## config.mk

```make
export PLATFORM = sky130hd
export DESIGN_NAME = ram_bus_bridge
export DESIGN_NICKNAME = d
export VERILOG_FILES = /design/src/rtl/ram_bus_bridge_pkg.sv /design/src/rtl/ram_bus_timeout_counter.sv /design/src/rtl/ram_bus_bridge.sv
export SDC_FILE = /design/constraint.sdc
export NUM_CORES = 1
export LEC_CHECK = 0
export ABC_AREA = 1
export CAP_MARGIN = 20
export CELL_PAD_IN_SITES_DETAIL_PLACEMENT = 1
export CELL_PAD_IN_SITES_GLOBAL_PLACEMENT = 2
export CORE_UTILIZATION = 24
export DETAILED_ROUTE_END_ITERATION = 8
export PLACE_DENSITY = 0.91
export SYNTH_ARGS = -nofsm -noshare
export SYNTH_HDL_FRONTEND = slang
export SYNTH_HIERARCHICAL = 1
export SYNTH_SLANG_ARGS = --single-unit
```

## constraint.sdc

```tcl
create_clock -name clock -period 10.6 [get_ports clock]
set_input_delay 2.12 -clock clock [delete_from_list [all_inputs] [get_ports clock]]
set_output_delay 2.12 -clock clock [all_outputs]
set_load 0.1 [all_outputs]
```

## src/rtl/ram_bus_bridge_pkg.sv

```systemverilog
//==============================================================================
// Module      : ram_bus_bridge_pkg
// Description : Shared encodings and widths for the RAM-to-bus bridge: FSM
//               state codes, RAM operation codes, byte-select width and the
//               core register-bus widths.
// Revision    : 1.0 - initial release
//==============================================================================
`timescale 1ns/1ps
`default_nettype none

package ram_bus_bridge_pkg;

    // Bridge FSM state encodings
    localparam logic [1:0] c_st_idle    = 2'b00;
    localparam logic [1:0] c_st_request = 2'b01;
    localparam logic [1:0] c_st_done    = 2'b10;

    // Core RAM operation codes
    localparam logic c_ram_write = 1'b1;
    localparam logic c_ram_read  = 1'b0;

    // Byte-select bus width (one bit per byte lane)
    localparam int c_sel_width = 4;

    // Register-bus widths used by the core
    localparam int c_reg_addr_width = 32;
    localparam int c_reg_data_width = 32;

endpackage

`default_nettype wire

```

## src/rtl/ram_bus_timeout_counter.sv

```systemverilog
//==============================================================================
// Module      : ram_bus_timeout_counter
// Description : Counts cycles spent waiting for a slave acknowledge. The
//               expired flag is raised on the last permitted wait cycle,
//               i.e. when the count reaches TIMEOUT_CYCLES-1.
// Revision    : 1.0 - initial release
//==============================================================================
`timescale 1ns/1ps
`default_nettype none

module ram_bus_timeout_counter #(
    parameter int TIMEOUT_CYCLES = 255
) (
    input  logic clk,
    input  logic rst,
    input  logic i_clear,
    input  logic i_enable,
    output logic o_expired
);

    localparam int                     c_cnt_width = $clog2(TIMEOUT_CYCLES + 1);
    localparam logic [c_cnt_width-1:0] c_last      = c_cnt_width'(TIMEOUT_CYCLES - 1);

    logic [c_cnt_width-1:0] r_count;

    // Wait-cycle counter: clear wins over increment
    always_ff @(posedge clk or posedge rst) begin
        if (rst) begin
            r_count <= '0;
        end else if (i_clear) begin
            r_count <= '0;
        end else if (i_enable) begin
            r_count <= r_count + 1'b1;
        end
    end

    assign o_expired = (r_count == c_last);

endmodule

`default_nettype wire

```

## src/rtl/ram_bus_bridge.sv

```systemverilog
//==============================================================================
// Module      : ram_bus_bridge
// Description : Converts the core's single-cycle RAM access into a registered
//               request/acknowledge transaction towards a variable-latency
//               slave, stalling the pipeline until the release cycle.
//               Optional feature macro: RAM_BUS_BRIDGE_WRITE_POST_EN
//               (writes are posted and do not stall the core).
// Revision    : 1.0 - initial release
//==============================================================================
`timescale 1ns/1ps
`default_nettype none

module ram_bus_bridge
    import ram_bus_bridge_pkg::*;
#(
    parameter int ADDR_WIDTH     = c_reg_addr_width,
    parameter int DATA_WIDTH     = c_reg_data_width,
    parameter int TIMEOUT_CYCLES = 255
) (
    input  logic                   clock,
    input  logic                   reset,
    input  logic                   cpu_chip_enable,
    input  logic                   cpu_operation,
    input  logic [c_sel_width-1:0] cpu_select_signal,
    input  logic [ADDR_WIDTH-1:0]  cpu_addr,
    input  logic [DATA_WIDTH-1:0]  cpu_write_data,
    output logic [DATA_WIDTH-1:0]  cpu_read_data,
    output logic                   stall_request,
    output logic                   bus_error,
    output logic                   mem_request,
    output logic                   mem_write_enable,
    output logic [c_sel_width-1:0] mem_byte_enable,
    output logic [ADDR_WIDTH-1:0]  mem_addr,
    output logic [DATA_WIDTH-1:0]  mem_write_data,
    input  logic [DATA_WIDTH-1:0]  mem_read_data,
    input  logic                   mem_ack
);

    logic [1:0]             r_state;
    logic                   r_mem_request;
    logic                   r_mem_write_enable;
    logic [c_sel_width-1:0] r_mem_byte_enable;
    logic [ADDR_WIDTH-1:0]  r_mem_addr;
    logic [DATA_WIDTH-1:0]  r_mem_write_data;
    logic [DATA_WIDTH-1:0]  r_read_data;
    logic                   r_bus_error;
    logic                   r_posted_txn;

    logic w_accept;
    logic w_cnt_enable;
    logic w_expired;
    logic w_stall;
    logic w_unused_addr_bits;

    // The slave is word-addressed; byte offset is carried by the byte enables
    assign w_unused_addr_bits = ^cpu_addr[1:0];

    assign w_accept     = (r_state == c_st_idle) && cpu_chip_enable;
    assign w_cnt_enable = (r_state == c_st_request) && !mem_ack && !w_expired;

    ram_bus_timeout_counter #(
        .TIMEOUT_CYCLES (TIMEOUT_CYCLES)
    ) u_timeout (
        .clk       (clock),
        .rst       (reset),
        .i_clear   (w_accept),
        .i_enable  (w_cnt_enable),
        .o_expired (w_expired)
    );

    // Transaction FSM with registered slave-side outputs and read capture
    always_ff @(posedge clock or posedge reset) begin
        if (reset) begin
            r_state            <= c_st_idle;
            r_mem_request      <= 1'b0;
            r_mem_write_enable <= 1'b0;
            r_mem_byte_enable  <= '0;
            r_mem_addr         <= '0;
            r_mem_write_data   <= '0;
            r_read_data        <= '0;
            r_bus_error        <= 1'b0;
            r_posted_txn       <= 1'b0;
        end else begin
            r_bus_error <= 1'b0;
            case (r_state)
                c_st_idle: begin
                    if (cpu_chip_enable) begin
                        r_mem_request      <= 1'b1;
                        r_mem_write_enable <= cpu_operation;
                        r_mem_byte_enable  <= cpu_select_signal;
                        r_mem_addr         <= {cpu_addr[ADDR_WIDTH-1:2], 2'b00};
                        r_mem_write_data   <= cpu_write_data;
`ifdef RAM_BUS_BRIDGE_WRITE_POST_EN
                        r_posted_txn       <= (cpu_operation == c_ram_write);
`else
                        r_posted_txn       <= 1'b0;
`endif
                        r_state            <= c_st_request;
                    end
                end
                c_st_request: begin
                    if (mem_ack) begin
                        r_mem_request <= 1'b0;
                        r_read_data   <= (r_mem_write_enable == c_ram_read) ? mem_read_data : '0;
                        r_state       <= c_st_done;
                    end else if (w_expired) begin
                        r_mem_request <= 1'b0;
                        r_read_data   <= '0;
                        r_bus_error   <= 1'b1;
                        r_state       <= c_st_done;
                    end
                end
                c_st_done: begin
                    r_state <= c_st_idle;
                end
                default: begin
                    r_state       <= c_st_idle;
                    r_mem_request <= 1'b0;
                end
            endcase
        end
    end

`ifdef RAM_BUS_BRIDGE_WRITE_POST_EN
    // Posted writes release the core at once; any access arriving while a
    // post is outstanding (including its release cycle) waits for its turn
    always_comb begin
        w_stall = 1'b0;
        case (r_state)
            c_st_idle:    w_stall = cpu_chip_enable && (cpu_operation != c_ram_write);
            c_st_request: w_stall = cpu_chip_enable;
            c_st_done:    w_stall = cpu_chip_enable && r_posted_txn;
            default:      w_stall = cpu_chip_enable;
        endcase
    end
`else
    // Freeze the core from acceptance until the release cycle
    always_comb begin
        w_stall = cpu_chip_enable && (r_state != c_st_done) && !r_posted_txn;
    end
`endif

    assign stall_request    = w_stall;
    assign cpu_read_data    = (r_state == c_st_done) ? r_read_data : '0;
    assign bus_error        = r_bus_error;
    assign mem_request      = r_mem_request;
    assign mem_write_enable = r_mem_write_enable;
    assign mem_byte_enable  = r_mem_byte_enable;
    assign mem_addr         = r_mem_addr;
    assign mem_write_data   = r_mem_write_data;

endmodule

`default_nettype wire

```

==> impl_metrics.tcl <==
set metrics [dict create \
    n_antenna_cell 0 \
    antenna_found_initial 0 \
    drtIter0Drc 136 \
    synth_area_mm2 0.00492 \
    vdd_drop_max_mv 0.141 \
    status "finished, final reports clean" \
    power.total_mw 2.43 \
    grt_util_met3_pct 3.36 \
    grt_max_degree 70 \
    finalSetupViolCount 0 \
    cts_max_level 3 \
    tns_ns 0 \
    synth.most_common_cell "nand2_1" \
    cp.arrival_ns 4.03 \
    worstSkewPairLatency_ns 0.35 \
    end_kind "output pin" \
    die_h_um 145 \
    dpl.hpwl_um 10600 \
    min_period_over_period_pct 58.0 \
    num_vias 4467 \
    power_density_mw_per_mm2 326 \
    firstDrtPassIters 4 \
    slew_headroom_pct 30.4 \
    hold_viol 0 \
    grt_pass1_vias 4701 \
    synth_edf_count 0 \
    yosysSeqAreaShare_pct 56.5 \
    overflow 0 \
    drc 0 \
    core_mm2 0.0198 \
    cts.path.max_buffers 2 \
    clkTransAtPathRegs_ns 0.07 \
    rr_startpoint "r_state[1]" \
    yosysWarnings 6 \
    clock-sinks 111 \
    dieArea_mm2 0.0211 \
    worstHoldPathType "reg -> reg" \
    drt-total-wl_um 14900 \
    post_drt_wl_per_cell_um 13.5 \
    use_met2_pct 25.6 \
    dpl.cell_count 1089 \
    async_flop_share_pct 100 \
    nets 942 \
    cts_setup_buffers 0 \
    crit_path_start "cpu_chip_enable" \
    ctsHoldBuffers 0 \
    instances_no_fill 1105 \
    rows 51 \
    cts_made_buffers 9 \
    synth.area.top_cells "dfrtp_1 (57%), nand2_1 (24%), inv_1 (5.9%), nor2_1 (5.6%), buf_2 (1.0%)" \
    die_w_um 145 \
    gp_congestion 0.714 \
    p_leak_nw 3.71 \
    synth.avg_cell_area_um2 7.67 \
    crit_path_start_kind "primary input" \
    drv_slew 0 \
    synth_commonest_cells "nand2_1 (319), dfrtp_1 (111), inv_1 (77)" \
    synth.ff_latch_count 111 \
    critPathMaxFanout 3 \
    hold_path.startpoint "r_read_data[4]" \
    nFillCells 2369 \
    ys_types 24 \
    cp.required_ns 8.48 \
    antenna_left 0 \
    path_class "in -> out" \
    start_util_pct 24.9 \
    synthFlopType "dfrtp_1" \
    post_cts_resized 0 \
    met1_usage_pct 17.6 \
    yosys.area.top_type "dfrtp_1" \
    fin_util_pct 37.7 \
    rsz0062_at_grt "false" \
    synthCells 641 \
    grt_pass1_wl_um 24900 \
    io_pins 209 \
    placement.io_buffers 204 \
    cts_tree "done" \
    cap_viol_max_count 0 \
    syn_to_final_growth_pct 51.8 \
    cts_root_buffer "clkbuf_16" \
    final.min_clock_period_ns 6.15 \
    fmax_mhz 163 \
    grt-busiest-layer "met2" \
    via_per_inst 4.04 \
    whs_ns 0.470 \
    fin_skew_ns 0.00613 \
    netlist.area_leader.share_pct 56.5 \
    drive_gt1_share_pct 4.17 \
    track_usage_pct 14.9 \
    tightest_slew_ns 1.04 \
]
-- layer usage --
layer / part of all wire [%] / wire [um]
met5: 0 / 0
met4: 2.8 / 410
met3: 4.5 / 669
met2: 50 / 7440
met1: 43 / 6350
-- power breakdown --
group / internal [mW] / leakage [nW] / switching (mW)
Clock: 0.174 / 0.143 / 0.158
Sequential: 0.580 / 1.42 / 0.0892
Combinational: 0.310 / 2.15 / 1.12
-- metrics by stage --
stage / instance area (um^2) / worst slack, ns
after global routing: 7460 / 4.42
after global placement: 7180 / 4.48
final: 7460 / 4.45
after detailed placement: 7180 / 4.46
after floorplan: 4920 / 4.17
after CTS: 7460 / 4.45
-- critical path: stages --
cell and delay, ns:
clkdlybuf4s50_1 0.53, a21boi_0 0.19, clkdlybuf4s50_1 1.18
-- path summary, 6_finish.rpt --
check                                        to  cells past startpoint  slack [ns]
max in group asynchronous          mem_addr[18]                      3        7.17
max reg2reg                        mem_addr[16]                      7        8.34
max                               stall_request                      3        4.45
min                              r_read_data[4]                      2        0.47
min reg2reg                      r_read_data[4]                      2        0.47
min in group asynchronous  u_timeout/r_count[5]                      2        2.11
-- final cells by class --
type                    count  area, um^2  share of cell area [%]
multi-input cells         424        1680                    22.6
clock inverters             4        27.5                   0.369
inverters                  79         299                    4.01
clock buffers              12         256                    3.44
repair buffers            210        2090                    28.0
flip-flops and latches    111        2780                    37.2
well taps                 265         332                    4.44
-- registers in the layout (all words and copies together), names as in the netlist --
signal	count
r_state	2
mem_write_data	32
u_timeout/r_count	8
mem_write_enable	1
mem_request	1
mem_byte_enable	4
bus_error	1
r_read_data	32
mem_addr	30
-- cells by family (layout without fill, tap and decap cells) --
kind of cell	count (synthesis)	count (layout)	share of synthesized area, %
compound gates	11	11	1.22
flops	111	111	56.5
simple gates	409	409	32.3
other cells	1	2	0.0763
fa+ha+maj	2	2	0.509
buf+inv	107	305	9.34
-- cell usage in the layout, fill, tap and decap left out, types with 2 or more instances in the layout --
master           count
buf_4                6
clkbuf_16            9
ha_1                 2
dfrtp_1            111
nand3_1              2
nor2_4               2
clkdlybuf4s50_1    204
nand2_2              4
inv_6                2
inv_1               76
nand2_1            319
conb_1               2
nor2_1              73
a21oi_1              6
clkinv_2             2
nand4_1              2
nor2_2               5
clkbuf_8             2
o21ai_0              3
Power figures use the tool's default switching activity.
==> RTL edit: new RTL, config.mk and constraints unchanged <==
Add a define of `RAM_BUS_BRIDGE_WRITE_POST_EN`.
--- a/src/rtl/ram_bus_bridge.sv
+++ b/src/rtl/ram_bus_bridge.sv
@@ -11,2 +11,4 @@
 `default_nettype none
+
+`define RAM_BUS_BRIDGE_WRITE_POST_EN
 
Check against the original RTL: not equivalent (a bounded check fails within 4 cycles, from zero or initial values and one cycle with reset high).
==> RTL edit against the original RTL <==
- design area up 1.0%
- sequential cell count stayed put
- utilization is 0.34 points lower
- area after synthesis increased by 0.41%
- highest routed layer unchanged
- die area up 0.40%
- setup slack gained 0.012 ns
- power is 2.7% higher
- count of clock-buffer cells in the layout down 3
- wire length shrank 0.85%
- via count up 0.85%
==> RTL edit: results (changes against the original RTL) <==
[detailed_routing]
wire_per_inst_um=13.2  ; -1.8%
routed_via_density=4.04  ; -0.14%
num_vias=4505  ; +0.85%
drtIter0Drc=144  ; +5.9%

[clocking]
root_buffer=clkbuf_16
cts_buffers=9  ; unchanged

[global_routing]
grt_pass1_vias=4882  ; +3.9%
antenna_found_initial=0  ; unchanged
grt_max_degree=70  ; unchanged
grt_pass1_wl_mm=24.7  ; -0.64%
grtUsageTotal_pct=14.7  ; -0.20 points

[place]
gp_congestion=0.705  ; -1.2%
placed_area_sq_um=7210  ; +0.38%
dp.cells=1100  ; +1.0%
dp_slack_ns=4.42  ; -0.0430 ns
dp_hpwl_mm=10.3  ; -1.9%

[synthesis]
synthTopCellsByArea=dfrtp_1 56%, nand2_1 25%, inv_1 5.9%, nor2_1 5.7%, buf_2 1.5%
synth.yosys.seq_area_share_pct=56.3  ; -0.23 points
yosys.cell_types.count=23  ; -4.2%
synthAdderAreaFrac_pct=0.507  ; -0.0021 points
synthCells=647  ; +0.94%
synth_commonest_cells=324 x nand2_1, 111 x dfrtp_1, 78 x inv_1
synth_compound_area_share_pct=0.963  ; -0.26 points
yosys_warnings=6  ; unchanged
async_reset_ff_share_pct=100  ; unchanged

[worst_hold_path]
hold_path_startpoint=mem_addr[12]

[layout]
seq_cells=111  ; unchanged
multi_input_area_sq_um=1700  ; +1.0%
multi_input_cells=429  ; +1.2%
sh_seq_area_pct=36.8  ; -0.38 points
drive_gt1_share_pct=4.26  ; +0.089 points
area_delta_synth_final_pct=52.8
nets=948  ; +0.64%
inv_count=80  ; +1.3%
buffer_area_share_pct=27.7  ; -0.29 points
clk_share_pct=4.43  ; +0.62 points
n_fill_cell=2453  ; +3.5%

[critical_path]
crit_fanout=2  ; -1
crit_arrival_ns=4.01  ; -0.02 ns
r2r_end=r_read_data[31]
reg2reg_depth=10  ; +3
r2r_start=u_timeout/r_count[2]
max_stage_delay_ns=1.16  ; -0.02 ns

[power]
vdd_ir_drop_max_v=0.000222  ; +57%
powerDensity_nw_per_um2=331  ; +1.6%
power_switching_mw=1.39  ; +1.6%
static-leakage-power_nw=3.74  ; +0.89%
powerSeq_mw=0.670  ; about the same

[sta]
max_slew.worst_pin.slew_ns=1.04  ; -0.000301 ns
fin_skew_ns=0.00903  ; +0.00290 ns
holdWs_ns=0.481  ; +0.0109 ns

[floorplanning]
fp.dieW_um=145  ; +0.20%

[status]
status=completed

[RTL edit: cell count changes in the layout (fill, tap and decap cells not counted), sizes merged, moves of 2 or more]
cell    before  now
inv         80   85
nand2      323  327
clkbuf      12    9
clkinv       3    0
a21oi        6    4
bufinv       0    2
nor2        80   82
[RTL edit: worst max-delay path by stage]
stage / end / depth (start not counted) / startpoint / slack [ns]
finish: stall_request / 5 / cpu_operation / 4.47
global placement: stall_request / 5 / cpu_operation / 4.40
global route: stall_request / 5 / cpu_operation / 4.41
detailed placement: stall_request / 5 / cpu_operation / 4.42
floorplan: stall_request / 3 / cpu_operation / 5.01
CTS: stall_request / 5 / cpu_operation / 4.42
[RTL edit: worst min-delay path, delay by kind of cell, from the launching register on]
family	cells	cell delay, ns
DFF	1	0.35
and+or+nand+nor	2	0.10
[RTL edit: metal layers]
layer  global-route usage, %  wire [um]  vias to the layer above
li1                        -          -                     2255
met1                    16.6       6230                     2099
met2                    25.4       6990                      140
met3                    5.67       1350                       11
met4                    4.42        182                        0
met5                       0          0                        -
